[config.mk]
export PLATFORM = sky130hd
export DESIGN_NAME = control_fsm_flat
export DESIGN_NICKNAME = d
export VERILOG_FILES = /design/src/rtl/control_fsm_pkg.sv /design/src/rtl/control_fsm_if.sv /design/src/rtl/control_fsm.sv /design/src/flat_wrapper.sv
export SDC_FILE = /design/constraint.sdc
export NUM_CORES = 1
export LEC_CHECK = 0
export BUFFER_PORTS_ARGS = -buffer_cell sky130_fd_sc_hd__buf_2
export CAP_MARGIN = 20
export CORE_MARGIN = 3
export CORE_UTILIZATION = 24
export CTS_BUF_LIST = sky130_fd_sc_hd__clkbuf_16
export CTS_CLUSTER_SIZE = 14
export DETAILED_ROUTE_END_ITERATION = 10
export HOLD_SLACK_MARGIN = 0.06
export PLACE_DENSITY_LB_ADDON = 0.15
export SETUP_SLACK_MARGIN = 0.4
export SLEW_MARGIN = 20
export SYNTH_ARGS = -nofsm -noshare
export SYNTH_HDL_FRONTEND = slang
export SYNTH_SLANG_ARGS = --single-unit
[constraint.sdc]
create_clock -name clk -period 1.8 [get_ports clk]
set_clock_uncertainty 0.1 [all_clocks]
set_input_delay 0.27 -clock clk [delete_from_list [all_inputs] [get_ports clk]]
set_output_delay 0.27 -clock clk [all_outputs]
set_load 0.05 [all_outputs]
[src/rtl/control_fsm_pkg.sv]
// control_fsm_pkg: shared state, opcode and ALU operation encodings
package control_fsm_pkg;
   typedef logic [2:0] state_t;
   localparam state_t S_FETCH  = 3'd0;
   localparam state_t S_DECODE = 3'd1;
   localparam state_t S_EXEC   = 3'd2;
   localparam state_t S_MEM    = 3'd3;
   localparam state_t S_WB     = 3'd4;
   localparam logic [2:0] OP_R   = 3'd0;
   localparam logic [2:0] OP_LW  = 3'd5;
   localparam logic [2:0] OP_SW  = 3'd6;
   localparam logic [2:0] OP_BEQ = 3'd7;
   localparam logic [1:0] ALU_ADD = 2'b00;
   localparam logic [1:0] ALU_SUB = 2'b01;
   localparam logic [1:0] ALU_R   = 2'b10;
   localparam logic [1:0] ALU_IMM = 2'b11;
   function automatic logic is_imm(input logic [2:0] op);
      return op inside {[3'd1:3'd4]};
   endfunction
endpackage

[src/rtl/control_fsm_if.sv]
// control_fsm_if: memory handshake, ALU flag and datapath control bundle
interface control_fsm_if;
   logic [15:0] instr;
   logic        mem_ready;
   logic        zero;
   logic [1:0]  alu_op;
   logic [2:0]  opcode;
   logic [2:0]  funct;
   logic        pc_write;
   logic        pc_src;
   logic        ir_write;
   logic        mem_read;
   logic        mem_write;
   logic        reg_write;
   logic        reg_dst;
   logic        alu_src;
   logic        mem_to_reg;
   logic [15:0] retire_count;
   modport master (
      input  instr, mem_ready, zero,
      output alu_op, opcode, funct, pc_write, pc_src, ir_write, mem_read,
             mem_write, reg_write, reg_dst, alu_src, mem_to_reg, retire_count
   );
   modport slave (
      output instr, mem_ready, zero,
      input  alu_op, opcode, funct, pc_write, pc_src, ir_write, mem_read,
             mem_write, reg_write, reg_dst, alu_src, mem_to_reg, retire_count
   );
endinterface

[src/rtl/control_fsm.sv]
// control_fsm: multicycle fetch/decode/exec/mem/wb controller with retire counter
module control_fsm
   import control_fsm_pkg::*;
(
   input logic           clk,
   input logic           rst_n,
   control_fsm_if.master bus
);
   state_t      state, state_nxt;
   logic [2:0]  ir_op, ir_fn;
   logic [15:0] retire_cnt;
   logic        fetch, exec, mem, wb, fetch_done, retire;
   logic        r_type, lw, sw, beq;
   assign r_type     = ir_op == OP_R;
   assign lw         = ir_op == OP_LW;
   assign sw         = ir_op == OP_SW;
   assign beq        = ir_op == OP_BEQ;
   assign fetch      = rst_n && state == S_FETCH;
   assign exec       = state == S_EXEC;
   assign mem        = state == S_MEM;
   assign wb         = state == S_WB;
   assign fetch_done = fetch && bus.mem_ready;
   assign retire     = (exec && beq) || (mem && sw && bus.mem_ready) || wb;
   assign bus.mem_read     = fetch || (mem && lw);
   assign bus.mem_write    = mem && sw;
   assign bus.ir_write     = fetch_done;
   assign bus.pc_write     = fetch_done || (exec && beq && bus.zero);
   assign bus.pc_src       = exec && beq;
   assign bus.reg_write    = wb;
   assign bus.reg_dst      = wb && r_type;
   assign bus.mem_to_reg   = wb && lw;
   assign bus.alu_src      = (exec && !r_type && !beq) || mem;
   assign bus.alu_op       = !exec ? ALU_ADD : r_type ? ALU_R : beq ? ALU_SUB : is_imm(ir_op) ? ALU_IMM : ALU_ADD;
   assign bus.opcode       = ir_op;
   assign bus.funct        = ir_fn;
   assign bus.retire_count = retire_cnt;
   // next-state selection; memory states wait on the handshake
   always_comb begin
      state_nxt = S_FETCH;
      case (state)
         S_FETCH:  state_nxt = bus.mem_ready ? S_DECODE : S_FETCH;
         S_DECODE: state_nxt = S_EXEC;
         S_EXEC:   state_nxt = beq ? S_FETCH : (lw || sw) ? S_MEM : S_WB;
         S_MEM:    state_nxt = !bus.mem_ready ? S_MEM : lw ? S_WB : S_FETCH;
         default:  state_nxt = S_FETCH;
      endcase
   end
   // state, held instruction fields and retire counter
   always_ff @(posedge clk or negedge rst_n) begin
      if (!rst_n) begin
         state      <= S_FETCH;
         ir_op      <= '0;
         ir_fn      <= '0;
         retire_cnt <= '0;
      end else begin
         state <= state_nxt;
         if (fetch_done) begin
            ir_op <= bus.instr[15:13];
            ir_fn <= bus.instr[2:0];
         end
         if (retire) retire_cnt <= retire_cnt + 16'd1;
      end
   end
endmodule

[src/flat_wrapper.sv]
// flat-port wrapper written by rule: the top's interface ports become plain ports
module control_fsm_flat import control_fsm_pkg::*;
  (clk, rst_n, bus_instr, bus_mem_ready, bus_zero, bus_alu_op, bus_opcode, bus_funct, bus_pc_write, bus_pc_src, bus_ir_write, bus_mem_read, bus_mem_write, bus_reg_write, bus_reg_dst, bus_alu_src, bus_mem_to_reg, bus_retire_count);
  control_fsm_if bus_i ();
  input logic clk;
  input logic rst_n;
  input wire logic [$bits(bus_i.instr)-1:0] bus_instr;
  input wire logic [$bits(bus_i.mem_ready)-1:0] bus_mem_ready;
  input wire logic [$bits(bus_i.zero)-1:0] bus_zero;
  output wire logic [$bits(bus_i.alu_op)-1:0] bus_alu_op;
  output wire logic [$bits(bus_i.opcode)-1:0] bus_opcode;
  output wire logic [$bits(bus_i.funct)-1:0] bus_funct;
  output wire logic [$bits(bus_i.pc_write)-1:0] bus_pc_write;
  output wire logic [$bits(bus_i.pc_src)-1:0] bus_pc_src;
  output wire logic [$bits(bus_i.ir_write)-1:0] bus_ir_write;
  output wire logic [$bits(bus_i.mem_read)-1:0] bus_mem_read;
  output wire logic [$bits(bus_i.mem_write)-1:0] bus_mem_write;
  output wire logic [$bits(bus_i.reg_write)-1:0] bus_reg_write;
  output wire logic [$bits(bus_i.reg_dst)-1:0] bus_reg_dst;
  output wire logic [$bits(bus_i.alu_src)-1:0] bus_alu_src;
  output wire logic [$bits(bus_i.mem_to_reg)-1:0] bus_mem_to_reg;
  output wire logic [$bits(bus_i.retire_count)-1:0] bus_retire_count;
  assign bus_i.instr = bus_instr;
  assign bus_i.mem_ready = bus_mem_ready;
  assign bus_i.zero = bus_zero;
  assign bus_alu_op = bus_i.alu_op;
  assign bus_opcode = bus_i.opcode;
  assign bus_funct = bus_i.funct;
  assign bus_pc_write = bus_i.pc_write;
  assign bus_pc_src = bus_i.pc_src;
  assign bus_ir_write = bus_i.ir_write;
  assign bus_mem_read = bus_i.mem_read;
  assign bus_mem_write = bus_i.mem_write;
  assign bus_reg_write = bus_i.reg_write;
  assign bus_reg_dst = bus_i.reg_dst;
  assign bus_alu_src = bus_i.alu_src;
  assign bus_mem_to_reg = bus_i.mem_to_reg;
  assign bus_retire_count = bus_i.retire_count;
  control_fsm u_core (.clk(clk), .rst_n(rst_n), .bus(bus_i));
endmodule
==> qor.txt, run 1 <==
largest net degree at the start of global routing -> 26
Ys Warns -> 0
critical path peak fanout -> 4
PD cells -> 1720 mW/mm^2
post-synthesis sequential area ratio -> 44.8%
dpl cell area -> 0.00177 sq mm
Multi-input gate area -> 935 sq um
first-pass iteration count of the detailed router -> 3
Critical Path Start Type -> register
Total Routing Usage GR -> 12.1%
hpwl dp -> 2650 microns
fin area -> 0.00246 sq mm
Layout Area Growth over Synthesis -> 75.8%
Final TNS setup -> -1.43 ns
Vias per Instance -> 4.68
most frequent cell after synthesis -> dfrtp_1
Yosys reg bits -> 25
ys async rst share -> 100%
share of layout cells above drive strength 1 -> 65.1%
Post-Syn Instances -> 119
failing checks -> negative setup slack
fin crit share -> 108%
Worst Setup End Kind -> output port
IO buf count -> 42
RSZ-0062 raised after global routing -> true
fmax -> 513 MHz
synth cell count leaders -> dfrtp_1 (25), xnor2_1 (14), nor2_1 (8)
final setup vio count -> 23
grt ovf -> 0
Worst-Margin Slew -> 0.593 ns
# H-tree levels -> 1
Post-DRT Antenna Nets -> 0
clock transition at the registers of the reported paths -> 0.06 ns
worst rel slew slack -> 59.9%
wire per inst -> 15.1 microns
initial antenna violation count -> 0
first-pass GRT wire length -> 6230 microns
row count -> 27
number of flops mapped to enable cells by yosys -> 0
Sink Count -> 25
CTS tree -> done
worst ir drop on vdd -> 0.731 mV
pre-CTS setup slack -> 0.0177 ns
synthesized area per cell -> 11.7 sq um
GP Congestion -> 0.795
clock root cell -> clkbuf_16
total wire length -> 3990 microns
number of I/O pins -> 53
core box area -> 0.00557 sq mm
synthesized cell area -> 0.00140 sq mm
total inserted antenna cells -> 0
CTS buffer count -> 3
Layout Nets -> 214
Die X -> 82.3 microns
worst reg2reg path startpoint -> u_core.bus.opcode[0]
Layout Utilization -> 44.1%
P_leak -> 1.05 nW
setup ws final -> -0.148 ns
status -> finished with violations
Starting Density -> 25.1%
initial drt markers -> 22
HP Class -> in -> reg
number of global-route vias before repair -> 1292
maxcap violations -> 0
Fin. Hold Viols -> 0
worst hold start -> bus_instr[14]
FILL cells -> 503
Yosys top cell area share -> 44.8%
crit path DAT -> 1.58 ns
Synth cell types -> 42
DR DRC count -> 0
Critical Path RT -> 1.43 ns
ys flop type -> dfrtp_1
Final Critical Period -> 1.95 ns
Synth Net Count -> 140
ranking of synthesized cells by area -> dfrtp_1 (45%), xnor2_1 (8.8%), mux2_2 (5.6%)
Critical Path Source -> u_core.state[2]
via count -> 1236
Skew-Pair Late Insertion Delay -> 0.25 ns
FF/Latch Area -> 632 sq um
post-synth top area cell -> dfrtp_1
WS Path Type -> reg -> out
CTS Buffer Depth -> 2
Max Transition Viols Final -> 0
Design Power -> 4.22 mW
Die H -> 82.3 microns
DIE AREA -> 0.00677 sq mm
[final cells by class]
cell class	instances	area share [%]
timing repair buffer	78	29.2
clock buffer	3	3.05
tap	72	3.67
clock inverter	1	0.153
sequential	25	25.7
multi-input combinational	84	38.0
inverter	1	0.153
[stage by stage]
step | std cells | hold WS (ns)
global route | 264 | 0.142
finish | 264 | 0.150
CTS | 261 | 0.142
detailed placement | 236 | 0.263
floorplan | 119 | -0.126
global placement | 236 | 0.253
[final timing paths]
path                                                to  slack, ns  depth (start not counted)
setup / recovery                          bus_pc_write      -0.15                          4
hold / removal                    u_core.bus.opcode[1]       0.15                          2
setup reg to reg           u_core.bus.retire_count[14]      -0.12                          8
hold reg to reg            u_core.bus.retire_count[15]       0.37                          1
max in group asynchronous              u_core.state[1]       0.81                          3
min in group asynchronous         u_core.bus.opcode[2]       0.51                          3
[critical path: stages (launching register included)]
cell     delay, ns
dfrtp_1       0.41
or3b_4        0.48
nor2_4        0.16
a21o_4        0.13
buf_8         0.13
[state kept, by name, indices dropped and copies added, names as in the netlist]
signal,cells
u_core.bus.opcode,3
u_core.bus.retire_count,16
u_core.bus.funct,3
u_core.state,3
[timing repair]
action	in CTS	in global routing
gates cloned	1	0
setup endpoints to repair	38	42
pin swaps	20	21
gates resized for setup	78	21
hold buffers	1	0
endpoints found under the hold margin	25	0
buffers inserted	19	3
[cell usage in the layout (no fill, tap or decap), types with 2 or more instances in the layout]
cell type,count
a21oi_2,2
and2_1,2
and3_1,2
buf_12,2
buf_2,23
buf_4,20
buf_6,18
buf_8,10
clkbuf_16,3
clkbuf_4,3
dfrtp_1,20
dfrtp_2,5
inv_1,2
mux2_4,6
nand4_1,2
nor2_1,3
nor2_4,4
nor3b_4,3
o2111ai_4,5
o211ai_1,6
or2_2,2
xnor2_1,14
[power by group]
part	total, mW	internal (mW)	switching [mW]
clock network	0.478	0.296	0.182
logic	2.84	1.27	1.57
registers	0.895	0.721	0.175
[cells by family (layout without fill, tap and decap cells)]
| family | count (synthesis) | in the layout | synth area share, % |
|---|---|---|---|
| simple gates | 36 | 36 | 17.9 |
| xor+xnor | 16 | 16 | 10.0 |
| flops | 25 | 25 | 44.8 |
| compound gates | 24 | 24 | 13.9 |
| fa+ha+maj | 1 | 1 | 0.895 |
| buf+inv | 10 | 83 | 6.89 |
| mux | 7 | 7 | 5.64 |
[metal layers]
layer  global-route usage (%)  vias up  part of all wire (%)
met3                     2.17        4                   5.5
met2                     21.5       33                    51
li1                         -      586                     -
met1                     14.8      613                    43
met5                        0        -                     0
met4                     3.82        0                  0.65
No activity file was read; power rests on OpenSTA's default activity.
==> inputs of run 2 (changes only) <==
==> constraint.sdc (replaced) <==
create_clock -name clk -period 1.8 [get_ports clk]
set_clock_uncertainty 0.1 [all_clocks]
set_input_delay 0.18 -clock clk [delete_from_list [all_inputs] [get_ports clk]]
set_output_delay 0.18 -clock clk [all_outputs]
set_load 0.05 [all_outputs]
==> run 2 against run 1 <==
Against the previous run: the flow still finishes with violations (negative setup slack); non-clock buffer count up 4; maximum frequency up 6.7%; flip-flop and latch count stayed put; worst setup slack improved by 0.12 ns; cell area decreased by 1.3%; routed wire length shrank 2.0%; first-iteration DRC count grew 9.1%; critical endpoint is now u_core.bus.retire_count[6].
==> qor.txt, run 2 (same netlist as run 1, synthesis figures left out) <==
Critical Path RT -> 1.84 ns
first-pass iteration count of the detailed router -> 2
number of global-route vias before repair -> 1321
Die X -> 82.3 microns
Endpoint, Worst Hold -> u_core.bus.opcode[0]
clock transition at the registers of the reported paths -> 0.06 ns
status -> finished with violations
CTS tree -> done
IO buf count -> 42
FILL cells -> 543
PD cells -> 1660 mW/mm^2
# H-tree levels -> 1
number of I/O pins -> 53
CTS buffer count -> 3
Post-DRT Antenna Nets -> 0
Final Non-Filler Cells -> 268
RSZ-0062 raised after global routing -> true
setup ws final -> -0.0262 ns
crit path DAT -> 1.87 ns
Critical Path Start Type -> register
DR DRC count -> 0
Die H -> 82.3 microns
most common cell after layout, fill and taps aside -> buf_2
initial drt markers -> 24
Worst Reg-to-Reg Cells -> 6
hpwl dp -> 2530 microns
Max Transition Viols Final -> 0
row count -> 27
worst rel slew slack -> 71.9%
clock root cell -> clkbuf_16
Layout Nets -> 218
Layout Area Growth over Synthesis -> 73.6%
max reg flops -> 16
HP Class -> in -> reg
Placed Cells incl. Taps -> 235
worst reg2reg path startpoint -> u_core.state[2]
grt ovf -> 0
Skew-Pair Late Insertion Delay -> 0.25 ns
worst hold start -> bus_instr[13]
total inserted antenna cells -> 0
fin crit share -> 101%
worst ir drop on vdd -> 0.864 mV
Layout Utilization -> 43.5%
via count -> 1228
fmax -> 548 MHz
pre-CTS setup slack -> 0.0697 ns
Fin. Hold Viols -> 0
maxcap violations -> 0
WHS Path Cells -> 2
critical path peak fanout -> 4
Sink Count -> 25
Total Routing Usage GR -> 11.5%
WS Path Type -> reg -> reg
share of layout cells above drive strength 1 -> 62.2%
first-pass GRT wire length -> 6010 microns
Vias per Instance -> 4.58
Worst-Margin Slew -> 0.421 ns
CTS Buffer Depth -> 2
RR Endpoint -> u_core.bus.retire_count[6]
final setup vio count -> 11
core box area -> 0.00557 sq mm
Final Critical Period -> 1.83 ns
GP Congestion -> 0.737
P_leak -> 1.06 nW
Starting Density -> 25.1%
Final TNS setup -> -0.157 ns
commonest non-fill, non-tap cells in the layout -> buf_2 (29), dfrtp_1 (22), buf_4 (20)
total wire length -> 3910 microns
wire per inst -> 14.6 microns
DIE AREA -> 0.00677 sq mm
largest net degree at the start of global routing -> 26
R2R Setup Slk -> -0.03 ns
Design Power -> 4.03 mW
initial antenna violation count -> 0
failing checks -> negative setup slack
Worst Setup End Kind -> register
## run 2: critical path, cell delays in order, from the launching register on
cell and delay [ns]:
dfrtp_1 0.41, or3b_4 0.44, o22ai_4 0.23, buf_6 0.14, buf_6 0.11, o2111ai_2 0.11
xnor2_1 0.15
## run 2: worst max path at each step
stage	startpoint	end	slack [ns]	depth (start not counted)
2_1_floorplan	u_core.state[1]	u_core.bus.funct[0]	-0.29	4
3_3_place_gp	u_core.state[2]	u_core.bus.retire_count[15]	0.1	5
3_5_place_dp	u_core.state[2]	u_core.bus.retire_count[13]	0.07	5
4_1_cts	u_core.state[2]	bus_alu_op[0]	-0.05	4
5_1_grt	u_core.state[2]	u_core.bus.retire_count[5]	-0.11	6
6_report	u_core.state[2]	u_core.bus.retire_count[6]	-0.03	6
## run 2: cell type report
type,count,area (sq um),share of cell area [%]
Timing Repair Buffer,82,718,29.6
Sequential cell,25,629,25.9
Multi-Input combinational cell,84,906,37.3
Inverter,1,3.75,0.155
Clock buffer,3,75.1,3.09
Clock inverter,1,3.75,0.155
Tap cell,72,90.1,3.71
## run 2: what timing repair did
action | CTS | global route
setup endpoints to repair | 35 | 37
hold buffers | 4 | 0
endpoints found under the hold margin | 28 | 0
buffers inserted | 10 | 14
cloned | 1 | 0
pin swaps | 14 | 16
resized for setup | 42 | 42
## run 2: per-stage QoR
stage	hold WS (ns)	cell area (sq um)
3_5_place_dp	0.177	1750
6_report	0.0648	2430
3_3_place_gp	0.181	1750
4_1_cts	0.0605	2120
5_1_grt	0.0607	2430
2_1_floorplan	-0.216	1450
## run 2: where the power goes
group | internal, mW | switching, mW
registers | 0.721 | 0.185
clock network | 0.296 | 0.179
logic | 1.15 | 1.50
total | 2.17 | 1.86
## run 2: routing by layer
layer	global-route usage (%)	vias up	share of wire (%)
met5	0	-	0
met4	3.99	0	1.2
met3	1.95	4	4.9
met2	20.3	34	51
met1	13.9	594	43
li1	-	596	-
==> inputs of run 3 (changes only) <==
--- a/config.mk
+++ b/config.mk
@@ -7,6 +7,8 @@
 export LEC_CHECK = 0
 export BUFFER_PORTS_ARGS = -buffer_cell sky130_fd_sc_hd__buf_2
 export CAP_MARGIN = 20
+export CELL_PAD_IN_SITES_DETAIL_PLACEMENT = 1
+export CELL_PAD_IN_SITES_GLOBAL_PLACEMENT = 1
 export CORE_MARGIN = 3
 export CORE_UTILIZATION = 24
 export CTS_BUF_LIST = sky130_fd_sc_hd__clkbuf_16
==> constraint.sdc (replaced) <==
create_clock -name clk -period 1.85 [get_ports clk]
set_clock_uncertainty 0.1 [all_clocks]
set_input_delay 0.185 -clock clk [delete_from_list [all_inputs] [get_ports clk]]
set_output_delay 0.185 -clock clk [all_outputs]
set_load 0.05 [all_outputs]
==> run 3 against run 2 <==
Against the previous run: the flow still finishes with violations (negative setup slack); clock power is 2% higher; critical path depth is 2 lower; highest routed layer unchanged; largest power group unchanged; combinational power is 2% higher.
==> qor.txt, run 3 (same netlist as run 1, synthesis figures left out) <==
Skew-Pair Late Insertion Delay -> 0.26 ns
total inserted antenna cells -> 0
number of global-route vias before repair -> 1294
Fin. Hold Viols -> 0
WS Path Type -> reg -> out
status -> finished with violations
Placed Cells incl. Taps -> 236
CP bufs+invs -> 1
GRT met3 Usage -> 2.49%
Layout Area Growth over Synthesis -> 70.0%
R2R Setup Slk -> 0.02 ns
row count -> 27
gr busiest metal -> met2
Sink Count -> 25
Worst path slowest cell -> or3b_4
worst ir drop on vdd -> 0.862 mV
Total Routing Usage GR -> 12.4%
initial antenna violation count -> 0
Die X -> 82.3 microns
Layout Utilization -> 42.6%
fmax -> 539 MHz
first-pass iteration count of the detailed router -> 4
pre-CTS setup slack -> 0.00231 ns
RSZ-0062 raised after global routing -> true
# H-tree levels -> 1
clock transition at the registers of the reported paths -> 0.07 ns
most common cell after layout, fill and taps aside -> buf_2
Die H -> 82.3 microns
CTS tree -> done
number of I/O pins -> 53
met1 usage -> 14.0%
Hold Slack -> 0.0628 ns
WHS Path Cells -> 2
clock root cell -> clkbuf_16
critical path cell sequence -> or3b_4, nor2_4, a21o_2, buf_8
crit path DAT -> 1.57 ns
Layout Nets -> 219
Endpoint, Worst Hold -> u_core.bus.funct[0]
total wire length -> 4410 microns
worst reg2reg path startpoint -> u_core.state[2]
DR DRC count -> 0
Starting Density -> 25.1%
Critical Path Max Stage Delay -> 0.45 ns
Final Critical Period -> 1.85 ns
max reg flops -> 16
FF/Latch Area -> 633 sq um
CTS buffer count -> 3
CTS Buffer Depth -> 2
largest net degree at the start of global routing -> 26
failing checks -> negative setup slack
worst hold start -> bus_instr[0]
critical path peak fanout -> 4
Worst-Margin Slew -> 0.360 ns
Worst Setup End Kind -> output port
PD cells -> 1720 mW/mm^2
Final Non-Filler Cells -> 269
core box area -> 0.00557 sq mm
initial drt markers -> 51
FILL cells -> 629
commonest non-fill, non-tap cells in the layout -> buf_2 (29), buf_6 (21), buf_4 (20)
Post-DRT Antenna Nets -> 0
share of layout cells above drive strength 1 -> 64.5%
maxcap violations -> 0
hpwl dp -> 2850 microns
fin crit share -> 100%
RR Endpoint -> u_core.bus.retire_count[15]
wire per inst -> 16.4 microns
Max Transition Viols Final -> 0
Critical Path Start Type -> register
Vias per Instance -> 4.69
IO buf count -> 42
Worst Reg-to-Reg Cells -> 6
Critical Path RT -> 1.56 ns
GP Congestion -> 0.752
grt ovf -> 0
P_leak -> 1.06 nW
via count -> 1262
Multi-input gate area -> 858 sq um
worst rel slew slack -> 75.8%
final setup vio count -> 1
delay-heaviest family, CP -> simple AND/OR/NAND/NOR gates
HP Class -> in -> reg
routing usage on met2 -> 22.8%
first-pass GRT wire length -> 6350 microns
DIE AREA -> 0.00677 sq mm
setup ws final -> -0.00391 ns
==> run 3: where the power goes <==
part	switching [mW]	leakage (nW)	internal, mW
combinational	1.47	0.697	1.23
clock	0.196	0.0423	0.289
sequential	0.185	0.319	0.707
==> run 3: what timing repair did <==
item,CTS,global route
pin swaps,8,9
hold buffers,3,2
cloned,0,0
gates resized for setup,37,50
endpoints found under the setup margin,35,37
hold endpoints to repair,27,2
buffers inserted,13,11
==> run 3: layout make-up <==
class                   instances  area share, %
inverters                       1          0.158
clock buffers                   3           3.16
clock inverters                 1          0.158
repair buffers                 83           30.0
flip-flops and latches         25           26.6
multi-input cells              84           36.1
well taps                      72           3.79
==> run 3: metrics by stage <==
stage / setup TNS, ns / area [sq um] / total power, mW
after floorplan: -3.07 / 1450 / 2.31
after global placement: 0 / 1760 / 2.63
after detailed placement: 0 / 1760 / 2.67
after CTS: 0 / 2070 / 3.54
after global routing: -0.324 / 2380 / 4.31
final: -0.00391 / 2380 / 4.08
==> run 3: how the worst max path moves through the flow <==
stage	start	end	cells after the start
4_1_cts	u_core.state[1]	bus_reg_dst	4
2_1_floorplan	u_core.state[1]	u_core.bus.funct[0]	4
3_5_place_dp	u_core.state[1]	u_core.bus.retire_count[1]	5
3_3_place_gp	u_core.state[1]	u_core.bus.retire_count[1]	5
6_report	u_core.state[0]	bus_pc_write	4
5_1_grt	u_core.state[1]	bus_pc_write	4
==> run 3: per-layer routing <==
metal  vias to the layer above  routed length (microns)
met5                         -                        0
met4                         0                       92
met3                         9                      182
met2                        29                     2380
met1                       631                     1750
li1                        593                        -
==> run 3: worst reg2reg max path, delay by kind of cell, from the launching register on <==
kind / cells / cell delay [ns]
AO/OA/AOI/OAI: 2 / 0.47
flip-flops: 1 / 0.41
buffers and inverters: 2 / 0.33
AND/OR/NAND/NOR: 1 / 0.31
XOR/XNOR: 1 / 0.15
